## src/rtl/riscv_pkg.sv

```systemverilog
// riscv_pkg: shared fetch-stage types, reset PC default and RV32 opcode constants
package riscv_pkg;
  localparam int XLEN = 32;
  localparam logic [XLEN-1:0] DEFAULT_RESET_PC = '0;
  localparam logic [6:0] OP_IMM    = 7'b0010011;
  localparam logic [6:0] OP_BRANCH = 7'b1100011;
  localparam logic [6:0] OP_STORE  = 7'b0100011;
  localparam logic [6:0] OP_LOAD   = 7'b0000011;
  localparam logic [6:0] OP_JAL    = 7'b1101111;
  typedef struct packed {
    logic [XLEN-1:0] pc;
    logic [XLEN-1:0] instr;
  } fetch_entry_t;
endpackage

```

## src/rtl/fetch_fifo.sv

```systemverilog
// fetch_fifo: synchronous buffer of fetched {pc, instr} entries; flush beats push and pop
module fetch_fifo import riscv_pkg::*; #(
  parameter int DEPTH = 4
) (
  input  logic                         clk,
  input  logic                         rst,
  input  logic                         push,
  input  logic                         pop,
  input  logic                         flush,
  input  fetch_entry_t                 din,
  output fetch_entry_t                 head,
  output logic [$clog2(DEPTH+1)-1:0]   count
);
  localparam int CW = $clog2(DEPTH+1);
  localparam int AW = $clog2(DEPTH);
  fetch_entry_t mem [DEPTH];
  logic [AW-1:0] wr_ptr, rd_ptr;
  logic do_pop;
  assign do_pop = pop && count != '0;
  assign head = mem[rd_ptr];
  always_ff @(posedge clk or posedge rst)
    if (rst) begin
      mem <= '{default: '0};
      wr_ptr <= '0;
      rd_ptr <= '0;
      count <= '0;
    end else if (flush) begin
      wr_ptr <= '0;
      rd_ptr <= '0;
      count <= '0;
    end else begin
      if (push) begin
        mem[wr_ptr] <= din;
        wr_ptr <= wr_ptr + AW'(1);
      end
      if (do_pop) rd_ptr <= rd_ptr + AW'(1);
      count <= count + CW'(push) - CW'(do_pop);
    end
  // The fetch credit rule makes this unreachable; firing means the credit logic is broken
  assert property (@(posedge clk) disable iff (rst) !(push && !flush && count == CW'(DEPTH)));
endmodule

```

## src/rtl/fetch_unit.sv

```systemverilog
// fetch_unit: owns the PC, issues credit-limited word fetches and buffers instructions for decode
module fetch_unit import riscv_pkg::*; #(
  parameter int ADDRESS_WIDTH = XLEN,
  parameter int DATA_WIDTH = XLEN,
  parameter int FIFO_DEPTH = 4,
  parameter logic [ADDRESS_WIDTH-1:0] RESET_PC = DEFAULT_RESET_PC
) (
  input  logic                     clk,
  input  logic                     rst,
  output logic                     imem_req_valid,
  input  logic                     imem_req_ready,
  output logic [ADDRESS_WIDTH-1:0] imem_addr,
  input  logic                     imem_rsp_valid,
  input  logic [DATA_WIDTH-1:0]    imem_rsp_data,
  input  logic                     redirect,
  input  logic [ADDRESS_WIDTH-1:0] redirect_target,
  output logic                     instr_valid,
  input  logic                     instr_ready,
  output logic [DATA_WIDTH-1:0]    instr,
  output logic [ADDRESS_WIDTH-1:0] instr_pc
);
  localparam int CW = $clog2(FIFO_DEPTH+1);
  logic [ADDRESS_WIDTH-1:0] fetch_pc, rsp_pc, target;
  logic [CW-1:0] outstanding, drop_cnt, fifo_count;
  logic fire, keep, pop, unused_bits;
  fetch_entry_t din, head;
  assign target = {redirect_target[ADDRESS_WIDTH-1:2], 2'b00};
  assign unused_bits = ^redirect_target[1:0];
  // Buffered plus in-flight entries never exceed the FIFO, so every response has a slot
  assign imem_req_valid = !rst && !redirect &&
                          ({1'b0, fifo_count} + {1'b0, outstanding} < (CW+1)'(FIFO_DEPTH));
  assign imem_addr = fetch_pc;
  assign fire = imem_req_valid && imem_req_ready;
  assign keep = imem_rsp_valid && !redirect && drop_cnt == '0;
  assign instr_valid = fifo_count != '0;
  assign pop = instr_valid && instr_ready;
  assign din = '{pc: rsp_pc, instr: imem_rsp_data};
  assign instr = head.instr;
  assign instr_pc = head.pc;
  always_ff @(posedge clk or posedge rst)
    if (rst) begin
      fetch_pc <= RESET_PC;
      rsp_pc <= RESET_PC;
      outstanding <= '0;
      drop_cnt <= '0;
    end else begin
      outstanding <= outstanding + CW'(fire) - CW'(imem_rsp_valid);
      if (redirect) begin
        fetch_pc <= target;
        rsp_pc <= target;
        drop_cnt <= outstanding - CW'(imem_rsp_valid);
      end else begin
        if (fire) fetch_pc <= fetch_pc + ADDRESS_WIDTH'(4);
        if (keep) rsp_pc <= rsp_pc + ADDRESS_WIDTH'(4);
        else if (imem_rsp_valid) drop_cnt <= drop_cnt - CW'(1);
      end
    end
  fetch_fifo #(.DEPTH(FIFO_DEPTH)) u_fifo (
    .clk(clk),
    .rst(rst),
    .push(keep),
    .pop(pop),
    .flush(redirect),
    .din(din),
    .head(head),
    .count(fifo_count)
  );
endmodule

```

## config.mk

```make
export PLATFORM = sky130hd
export DESIGN_NAME = fetch_unit
export DESIGN_NICKNAME = d
export VERILOG_FILES = /design/src/rtl/riscv_pkg.sv /design/src/rtl/fetch_fifo.sv /design/src/rtl/fetch_unit.sv
export SDC_FILE = /design/constraint.sdc
export NUM_CORES = 1
export LEC_CHECK = 0
export BUFFER_PORTS_ARGS = -buffer_cell sky130_fd_sc_hd__buf_2
export CORE_AREA = 4 4 172 174
export CTS_BUF_LIST = sky130_fd_sc_hd__clkbuf_8
export CTS_CLUSTER_DIAMETER = 120
export DETAILED_ROUTE_END_ITERATION = 6
export DIE_AREA = 0 0 176 178
export PLACE_DENSITY = 0.86
export REMOVE_ABC_BUFFERS = 1
export SLEW_MARGIN = 0
export SYNTH_ARGS = -nofsm -noshare
export SYNTH_HDL_FRONTEND = slang
export SYNTH_SLANG_ARGS = --single-unit
```

## constraint.sdc

```tcl
create_clock -name clk -period 8.75 [get_ports clk]
set_input_delay 0.4375 -clock clk [delete_from_list [all_inputs] [get_ports clk]]
set_output_delay 0.4375 -clock clk [all_outputs]
set_load 0.01 [all_outputs]
```

## After elaboration in Yosys (flattened, before gate mapping)

Index checks and enable logic that the tools add are counted.

- Reduce and logical (&&, ||, !) cells: 18
- Shift-type cells: 0
- Multipliers: 0
- Eq/ne operators: 1
- Bitwise gates (word level): 3
- Divide/modulo/power cells: 0
- Add/sub/neg operators: 11
- Order comparisons: 4
- Multiplexer cells: 18

Operator list:

| operator | count |
|---|---|
| bitwise mux 256 bit | 1 |
| 2-to-1 mux 64 bit | 3 |
| binary-select mux 64 bit (select 2 bit) | 1 |
| demux 64 bit (select 2 bit) | 1 |
| 2-to-1 mux 32 bit | 4 |
| adder 32 x 3 -> 32 bit (second input constant) | 2 |
| 2-to-1 mux 3 bit | 4 |
| subtractor 3 x 1 -> 3 bit | 3 |
| logical AND 1 bit | 8 |
| 2-to-1 mux 2 bit | 4 |
| nonzero test 2 bit | 4 |
| adder 3 x 1 -> 3 bit | 2 |
| >= comparator 3 bit (second input constant) | 2 |
| NOT 2 -> 3 bit | 2 |
| adder 2 x 1 -> 2 bit (second input constant) | 2 |
| adder 3 x 3 -> 4 bit | 1 |
| less-than comparator 4 x 3 -> 1 bit (second input constant) | 1 |
| AND reduction 2 bit | 2 |
| zero test 3 bit | 1 |
| less-than comparator 3 x 1 -> 1 bit (second input constant) | 1 |
| nonzero test 3 bit | 1 |
| subtractor 3 x 1 -> 3 bit (second input constant) | 1 |
| zero test 1 bit | 2 |
| inequality test 2 bit (second input constant) | 1 |
| NOT 1 bit | 1 |

- ROM bits: 0
- Bits in latches: 0
- Word-level logic and storage cells: 70
- Memories kept: 0
- Bits in registers: 333
- Memory bits (writable): 0

## Logic depth before layout (Yosys ltp)

Gate-level depths: netlist of the first run.

- Depth after elaboration: 6
- Gate-level depth with buffers: 11

## Modules after synthesis

A second synthesis of the first run with hierarchy kept.

- Cells, all modules: 1051
- Area total of the unflattened synthesis: 15782.6 sq um

By module, submodules not included:

| module | cells an instance | area each (sq um) | instances |
|---|---|---|---|
| fetch_fifo | 660 | 11883.9 | 1 |
| fetch_unit | 391 | 3898.7 | 1 |

## Worst setup path after synthesis of the first run

No wires, ideal clock.

- Path kind: input -> register
- From: in rst
- To: reg outstanding[2]
- Setup time: 0.123 ns
- Slack: -0.805 ns
- Data arrival time: 9.433 ns
- Data required time: 8.627 ns
- Buffers on the path: 2
- Cell stages on the path: 10
- Path through: inv_1 and4_1 buf_4 inv_4 clkbuf_1 ha_1 inv_1 ha_1 fa_1 xnor2_1

- Longest elaborated chain between the ends: 6

RTL lines:

| element | line | source |
|---|---|---|
| start: declaration | fetch_unit.sv:9 | `input logic rst,` |
| zero test 1 bit (no line) | - |  |
| logical AND 1 bit (2 in a row) | fetch_unit.sv:30 | `assign imem_req_valid = !rst && !redirect &&` |
| logical AND 1 bit | fetch_unit.sv:33 | `assign fire = imem_req_valid && imem_req_ready;` |
| adder 3 x 1 -> 3 bit | fetch_unit.sv:47 | `outstanding <= outstanding + CW'(fire) - CW'(imem_rsp_valid);` |
| subtractor 3 x 1 -> 3 bit | fetch_unit.sv:47 |  |
| end signal: assignment | fetch_unit.sv:47 |  |
| end: declaration | fetch_unit.sv:24 | `logic [CW-1:0] outstanding, drop_cnt, fifo_count;` |

Every way passes these cells.
A chain may end at the register's enable or synchronous reset.

## Worst setup path in the final report of the first run

- From: reg u_fifo.rd_ptr[0]
- To: out instr[27]

- Longest elaborated chain between the ends: 4

RTL lines:

| element | line | source |
|---|---|---|
| start: declaration | fetch_fifo.sv:17 | `logic [AW-1:0] wr_ptr, rd_ptr;` |
| start signal: assignment | fetch_fifo.sv:36 | `if (do_pop) rd_ptr <= rd_ptr + AW'(1);` |
| NOT 2 -> 3 bit (implied by the code) | fetch_fifo.sv:20 | `assign head = mem[rd_ptr];` |
| binary-select mux 64 bit (select 2 bit) | fetch_fifo.sv:20 |  |
| 2-to-1 mux 64 bit (implied by the code) (2 in a row) | fetch_fifo.sv:20 |  |
| end: declaration | fetch_unit.sv:19 | `output logic [DATA_WIDTH-1:0] instr,` |

Every way passes these cells. The select of a mux whose other input is x is not followed.

==> results of run 1 <==
where the power goes:
group / total [mW] / switching [mW] / internal [mW]
clock network: 1.28 / 0.579 / 0.704
registers: 2.00 / 0.226 / 1.77
logic: 1.25 / 0.574 / 0.674
cells in the mapped netlist (14+ instances only):
library cell,n
dfrtp_1,321
mux2_2,238
nand2_1,76
mux4_2,62
o21ai_0,55
clkbuf_1,49
xnor2_1,27
nand3_1,25
nor2_1,24
inv_1,21
nand4_1,21
buf_2,20
ha_1,16
xor2_1,15
and4_1,14
cell families (layout without fill, tap and decap cells):
kind of cell,after synthesis,in the layout,share of synthesized area (%)
flops,321,321,53.67
mux,305,305,27.57
simple gates,213,213,7.892
buf+inv,104,283,3.026
compound gates,96,96,3.754
xor+xnor,42,42,2.458
fa+ha+maj,18,18,1.605
other cells,1,4,0.02506
worst reg2reg max path, delay by kind of cell, from the launching register on:
| kind | cells | cell delay, ns |
|---|---|---|
| xor gates and xnor gates | 1 | 0.13 |
| buffers and inverters | 2 | 0.31 |
| adders and majority gates | 4 | 1.21 |
| DFF | 1 | 0.42 |
| and+or+nand+nor | 2 | 1.03 |
worst max-delay path by stage:
stage | from | to | slack, ns | cells past startpoint
final | u_fifo.rd_ptr[0]$_DFFE_PP0P_ | instr[27] | 5.38 | 3
after CTS | u_fifo.rd_ptr[0]$_DFFE_PP0P_ | instr_pc[3] | 5.27 | 3
after floorplan | rst | outstanding[2]$_DFF_PP0_ | -0.98 | 8
after detailed placement | rst | outstanding[2]$_DFF_PP0_ | 5.47 | 9
after global placement | rst | outstanding[2]$_DFF_PP0_ | 5.49 | 9
after global routing | u_fifo.rd_ptr[0]$_DFFE_PP0P_ | instr[27] | 5.16 | 3
flip-flops by register name, indices dropped and copies added, names as in the netlist:
signal / count
u_fifo.mem: 248
imem_addr: 30
rsp_pc: 30
drop_cnt: 3
outstanding: 3
u_fifo.count: 3
u_fifo.rd_ptr: 2
u_fifo.wr_ptr: 2
cells in the final DEF (no fill, tap or decap), types with 5 or more instances in the layout:
| cell | synthesis | final |
|---|---|---|
| a21oi_1 | 8 | 8 |
| a31oi_1 | 5 | 5 |
| and2_1 | 7 | 7 |
| and4_1 | 14 | 14 |
| buf_2 | 20 | 161 |
| buf_4 | 7 | 6 |
| clkbuf_8 | 0 | 66 |
| dfrtp_1 | 321 | 319 |
| ha_1 | 16 | 16 |
| inv_1 | 21 | 38 |
| mux2_2 | 238 | 238 |
| mux2i_1 | 5 | 5 |
| mux4_2 | 62 | 62 |
| nand2_1 | 76 | 72 |
| nand3_1 | 25 | 25 |
| nand4_1 | 21 | 21 |
| nor2_1 | 24 | 24 |
| nor3_1 | 11 | 11 |
| nor4_1 | 5 | 5 |
| o211ai_1 | 8 | 8 |
| o21ai_0 | 55 | 55 |
| o21ai_1 | 5 | 5 |
| o311ai_0 | 11 | 11 |
| or4_1 | 5 | 5 |
| xnor2_1 | 27 | 27 |
| xor2_1 | 15 | 15 |
cell type report:
class | instances | area, um2
Inverter | 23 | 96.34
Fill cell | 2144 | 10720
Timing Repair Buffer | 169 | 880.8
Clock buffer | 66 | 908.4
Tap cell | 378 | 473.0
Multi-Input combinational cell | 678 | 6529
Clock inverter | 25 | 138.9
Sequential cell | 321 | 8038
layer usage:
layer | global-route usage (%) | routed length [um] | vias up
met4 | 5.426 | 586 | 0
met3 | 3.624 | 2331 | 64
met2 | 35.09 | 15840 | 375
met1 | 29.28 | 13920 | 4930
li1 | - | - | 4326
met5 | 0 | 0 | -
timing repair:
| item | in CTS | in global routing |
|---|---|---|
| buffers inserted | 0 | 0 |
| resized for setup | 0 | 0 |
| endpoints found under the hold margin | 73 | 0 |
| hold buffers | 1 | 0 |
==> results.md, run 1 <==
* # port buffers at ~160
* Die H at ~180 um
* Reg clk slew, reported paths at around 0.060 ns
* Synthesized area at approximately 15,000 um2
* Hold Path Depth at 3
* R2R Path End: outstanding[2]$_DFF_PP0_
* Run status: finished clean
* Full die area at roughly 31,000 um2
* Final hold vios at 0
* Leak Pwr at between 8 and 9 nW
* Top post-synthesis cells by area: dfrtp_1 (54%), mux2_2 (18%), mux4_2 (9.3%)
* CP Data Required Time at 8.31 ns
* Final wirelength at approximately 33,000 um
* Crit path kind: reg -> out
* Slew Limit Headroom at between 20% and 30%
* Non-filler cells in the finished layout at between 1,500 and 2,000
* GRT Util Overall at a little over a fifth
* Cells on worst reg2reg path at 9
* Utilization after layout at between 60% and 70%
* Clk_skew at about 0.024 ns
* Fin nets at ~1,300
* CP Max Fanout at 43
* Worst path slowest cell: buf_4
* Crit end category: output pin
* #FFs+latches synth at 321
* # clock sinks at between 300 and 400
* Seq/Total Area, Yosys at ~54%
* Setup Total Neg Slack at 0 ns
* Hold EP: imem_addr[24]$_DFFE_PP0P_
* Via count at a little under 10,000
* WHS at 0.1150 ns
* Max-cap violations at 0
* RSZ-0062 raised after global routing: no
* Fin crit share at between 30% and 40%
* Clock buffer depth at 3
* CP Launch Type: register
* CP top delay family: buffers and inverters
* Synth top area share at 53.67%
* Final ANT Viol Nets at 0
* Fin crit period at between 3 and 4 ns
* Total number of yosys warnings at 0
* Worst VDD drop at approximately 0.16 mV
* Placed Area at between 15,000 and 20,000 um2
* Initial antenna violation count at 0
* Slew at the pin with the worst max-slew slack at about 1.1 ns
* Post-synth ARST share at 100.0%
* Chip width at 176 um
* Avg Vias per Cell at ~6
* Dpl ws at about 5.5 ns
* Synth Flop Type: dfrtp_1
* Insertion delay to the later sink of the worst-skew pair at between 0.5 and 0.6 ns
* Root buf cell: clkbuf_8
* Synth-to-layout area growth at 14.01%
* GRT overflow at 0
* Critical path arrival at ~3 ns
* Final Max Tran Viols at 0
* Placed Cells at between 1,500 and 2,000
* CTS buffer count at 54
* DR iter-0 viols at 805
* Avg Inst Size Synth at between 10 and 15 um2
* Power Dens Cells at 265.5 nW/um2
* Gpl congestion at between 0.8 and 0.9
* Final WS setup at 5.382 ns
* FF-to-FF setup slack at ~5.5 ns
* Fraction of layout cells with a size suffix above 1 at a little over two fifths
* Number of flops mapped to enable cells by yosys at 0
* Largest area contributor in the netlist: dfrtp_1
* Final instance area at around 17,000 um2
* WL per Instance at roughly 20 um
* Vias in the first global route at 10,170
* Total chip power at about 4.5 mW
* Initial Util at a little over half
* First-pass GRT wire length at between 50,000 and 60,000 um
* DR DRC count at 0
* Cells along the critical path: buf_4, mux4_2, buf_2
* N_diodes at 0
* Hpwl dp at approximately 21,000 um
* Gate Count Post-Synth at 1,100
* Largest stage delay, worst path at ~0.80 ns
* Synth cell types at 53
* Core Box Area at 27,780 um2
* CTS tree: yes
* Hold WC Path Type: in -> reg
* Hold Crit Start: redirect_target[24]
* H-tree depth at 2
* Top Ports at about 170
* Drt first pass iters at 5
* Largest net degree at the start of global routing at about 190
* CP bufs+invs at 2
* Count of final setup violators at 0
* FF-to-FF Start: outstanding[2]$_DFF_PP0_
* # rows at 61
* Fmax at a little under 0.3 GHz
(Power assumes the default switching activity.)
==> run 2: changes to the inputs <==
PLACE_DENSITY = 0.83   (was 0.86)
clock period = 3.4 ns   (was 8.75 ns; I/O delays follow)
==> run 2 against run 1 <==
Sequential power grew to 2.6 times the previous value. Via count grew 3.5%. Final cell count grew 5.1%. Die area is the same. Clock power grew to 2.8 times the previous value. Critical path depth grew 4. Wire length grew 3.6%. Sequential share of layout area shrank 2.4 points. Worst setup slack lost 4.6 ns. Critical endpoint is now imem_addr[10]$_DFFE_PP0P_.
==> results.md, run 2 (same netlist as run 1, synthesis figures left out) <==
* Run status: finished clean (unchanged)
* Power Dens Cells at 670.2 nW/um2 (was 265.5 nW/um2)
* Hold Path Depth at 3 (unchanged)
* Avg Vias per Cell at 5.756 (was 5.840)
* GRT overflow at 0 (unchanged)
* FILL cells at 2,053 (was 2,144)
* GRT Util Overall at 22.08% (was 21.09%)
* Setup Total Neg Slack at 0 ns (unchanged)
* Most frequent cells in the layout: dfrtp_1 (319), mux2_2 (238), buf_2 (161), nand2_1 (72), clkbuf_8 (71) (was dfrtp_1 (319), mux2_2 (238), buf_2 (161), nand2_1 (72), clkbuf_8 (66))
* Hold WC Path Type: in -> reg (unchanged)
* Final Max Tran Viols at 0 (unchanged)
* CP Launch Type: register (unchanged)
* Hpwl dp at 21,310 um (was 20,620 um)
* Insertion delay to the later sink of the worst-skew pair at 0.57 ns (was 0.58 ns)
* Max reg flops at 248 (unchanged)
* H-tree depth at 2 (unchanged)
* First-pass GRT wire length at 55,860 um (was 53,410 um)
* Fin crit share at between 70 and 80%
* Largest net degree at the start of global routing at 200 (was 185)
* CP Data Required Time at 3.84 ns (was 8.31 ns)
* Critical path arrival at 3.08 ns (was 2.93 ns)
* Fin crit period at about 2.6 ns
* Area occupied by multi-input gates at 6529 um2 (unchanged)
* Initial antenna violation count at 0 (unchanged)
* Leak Pwr at 8.584 nW (was 8.177 nW)
* Vias in the first global route at 10,650 (was 10,170)
* Final hold vios at 0 (unchanged)
* CTS tree: yes (unchanged)
* Crit end category: register (was output pin)
* Core Box Area at 27,780 um2 (unchanged)
* # clock sinks at 321 (unchanged)
* Fmax at 0.3796 GHz
* Most common cell after layout, fill and taps aside: dfrtp_1 (unchanged)
* Total chip power at 12.04 mW (was 4.530 mW)
* CTS buffer count at 53 (was 54)
* Storage element area at 8038 um2 (unchanged)
* # port buffers at 161 (unchanged)
* Final wirelength at 33,870 um (was 32,690 um)
* Root buf cell: clkbuf_8 (unchanged)
* Drt first pass iters at 5 (unchanged)
* WHS at 0.03299 ns (was 0.1150 ns)
* Clk_skew at 0.01276 ns (was 0.02380 ns)
* # rows at 61 (unchanged)
* Non-filler cells in the finished layout at 1,744 (was 1,660)
* DR DRC count at 0 (unchanged)
* DR iter-0 viols at 633 (was 805)
* Slew at the pin with the worst max-slew slack at 1.087 ns (was 1.069 ns)
* Initial Util at 53.87% (unchanged)
* Final ANT Viol Nets at 0 (unchanged)
* Cells on worst reg2reg path at 7 (was 9)
* Top Ports at 168 (unchanged)
* Max-cap violations at 0 (unchanged)
* Fin nets at 1,410 (was 1,335)
* Via count at 10,040 (was 9,695)
* Post-CTS Setup Bufs at 0 (unchanged)
* N_diodes at 0 (unchanged)
* Synth-to-layout area growth at 20.04% (was 14.01%)
* Full die area at 31,330 um2 (unchanged)
* WL per Instance at 19.42 um (was 19.69 um)
* Slew Limit Headroom at 27.26% (was 28.45%)
* Placed Cells at 1,580 (was 1,568)
* Clock buffer depth at 3 (unchanged)
* Worst VDD drop at 0.3113 mV (was 0.1554 mV)
* CP Max Fanout at 18 (was 43)
* Gpl congestion at 0.8686 (was 0.8935)
* Crit path kind: reg -> reg (was reg -> out)
* Chip width at 176 um (unchanged)
* Largest register by flop count: u_fifo.mem (unchanged)
* Resized Gates After CTS at 0 (unchanged)
* Fraction of layout cells with a size suffix above 1 at 42.75% (was 43.84%)
* Die H at 178 um (unchanged)
* Reg clk slew, reported paths at 0.06 ns (about the same)
* Count of final setup violators at 0 (unchanged)
* Placed Area at 16,160 um2 (was 16,010 um2)
* RSZ-0062 raised after global routing: no (unchanged)
* Final instance area at 17,970 um2 (was 17,060 um2)
-- run 2: cell types whose count changed in the layout (fill, tap and decap cells not counted), sizes merged --
cell and change:
clkinv +6, bufinv +1, inv -3, buf +12, clkinvlp -1, dlygate4sd3 +64
clkbuf +5
-- run 2: worst paths after layout --
check,startpoint,endpoint,slack [ns]
setup / recovery,u_fifo.count[1]$_DFF_PP0_,imem_addr[10]$_DFFE_PP0P_,0.77
hold / removal,imem_rsp_valid,drop_cnt[0]$_DFFE_PP0P_,0.03
setup reg to reg,u_fifo.count[1]$_DFF_PP0_,imem_addr[10]$_DFFE_PP0P_,0.77
hold reg to reg,u_fifo.mem[62]$_DFFE_PP0P_,u_fifo.mem[62]$_DFFE_PP0P_,0.48
max in group asynchronous,rst,u_fifo.mem[252]$_DFFE_PP0P_,1.86
min in group asynchronous,rst,u_fifo.mem[194]$_DFFE_PP0P_,0.15
-- run 2: worst max-delay path, stage by stage (launching register included) --
cell	delay, ns
dfrtp_1	0.44
ha_1	0.30
nand3_1	0.07
and4_1	0.25
buf_4	0.22
nor2_1	0.84
o21ai_0	0.23
o311ai_0	0.16
-- run 2: area by class of cell --
cell class / instances / share of cell area [%]
tap: 378 / 2.632
clock buffer: 71 / 5.439
timing repair buffer: 245 / 9.318
inverter: 23 / 0.5362
sequential: 321 / 44.74
multi-input combinational: 678 / 36.34
clock inverter: 28 / 0.9959
-- run 2: metal layers --
metal  part of all wire [%]  track usage [%]
met5                      0                0
met3                    6.0            3.942
met2                     49            36.94
met4                    2.2            6.205
met1                     43            30.14
-- run 2: stage by stage --
| stage | util (%) | worst slack, ns |
|---|---|---|
| after floorplan | - | -6.060 |
| after global placement | 58.17 | 0.8314 |
| after detailed placement | 58.17 | 0.7796 |
| after CTS | 64.67 | 0.6698 |
| after global routing | 64.67 | 0.4674 |
| final | 64.67 | 0.7660 |
-- run 2: what timing repair did --
| action | in CTS | in global routing |
|---|---|---|
| endpoints found under the setup margin | 0 | 0 |
| endpoints found under the hold margin | 240 | 0 |
| hold buffers | 65 | 0 |
-- run 2: power breakdown --
part / internal, mW / switching, mW
sequential: 4.56 / 0.596
combinational: 1.82 / 1.51
clock: 2.02 / 1.54
total: 8.40 / 3.64
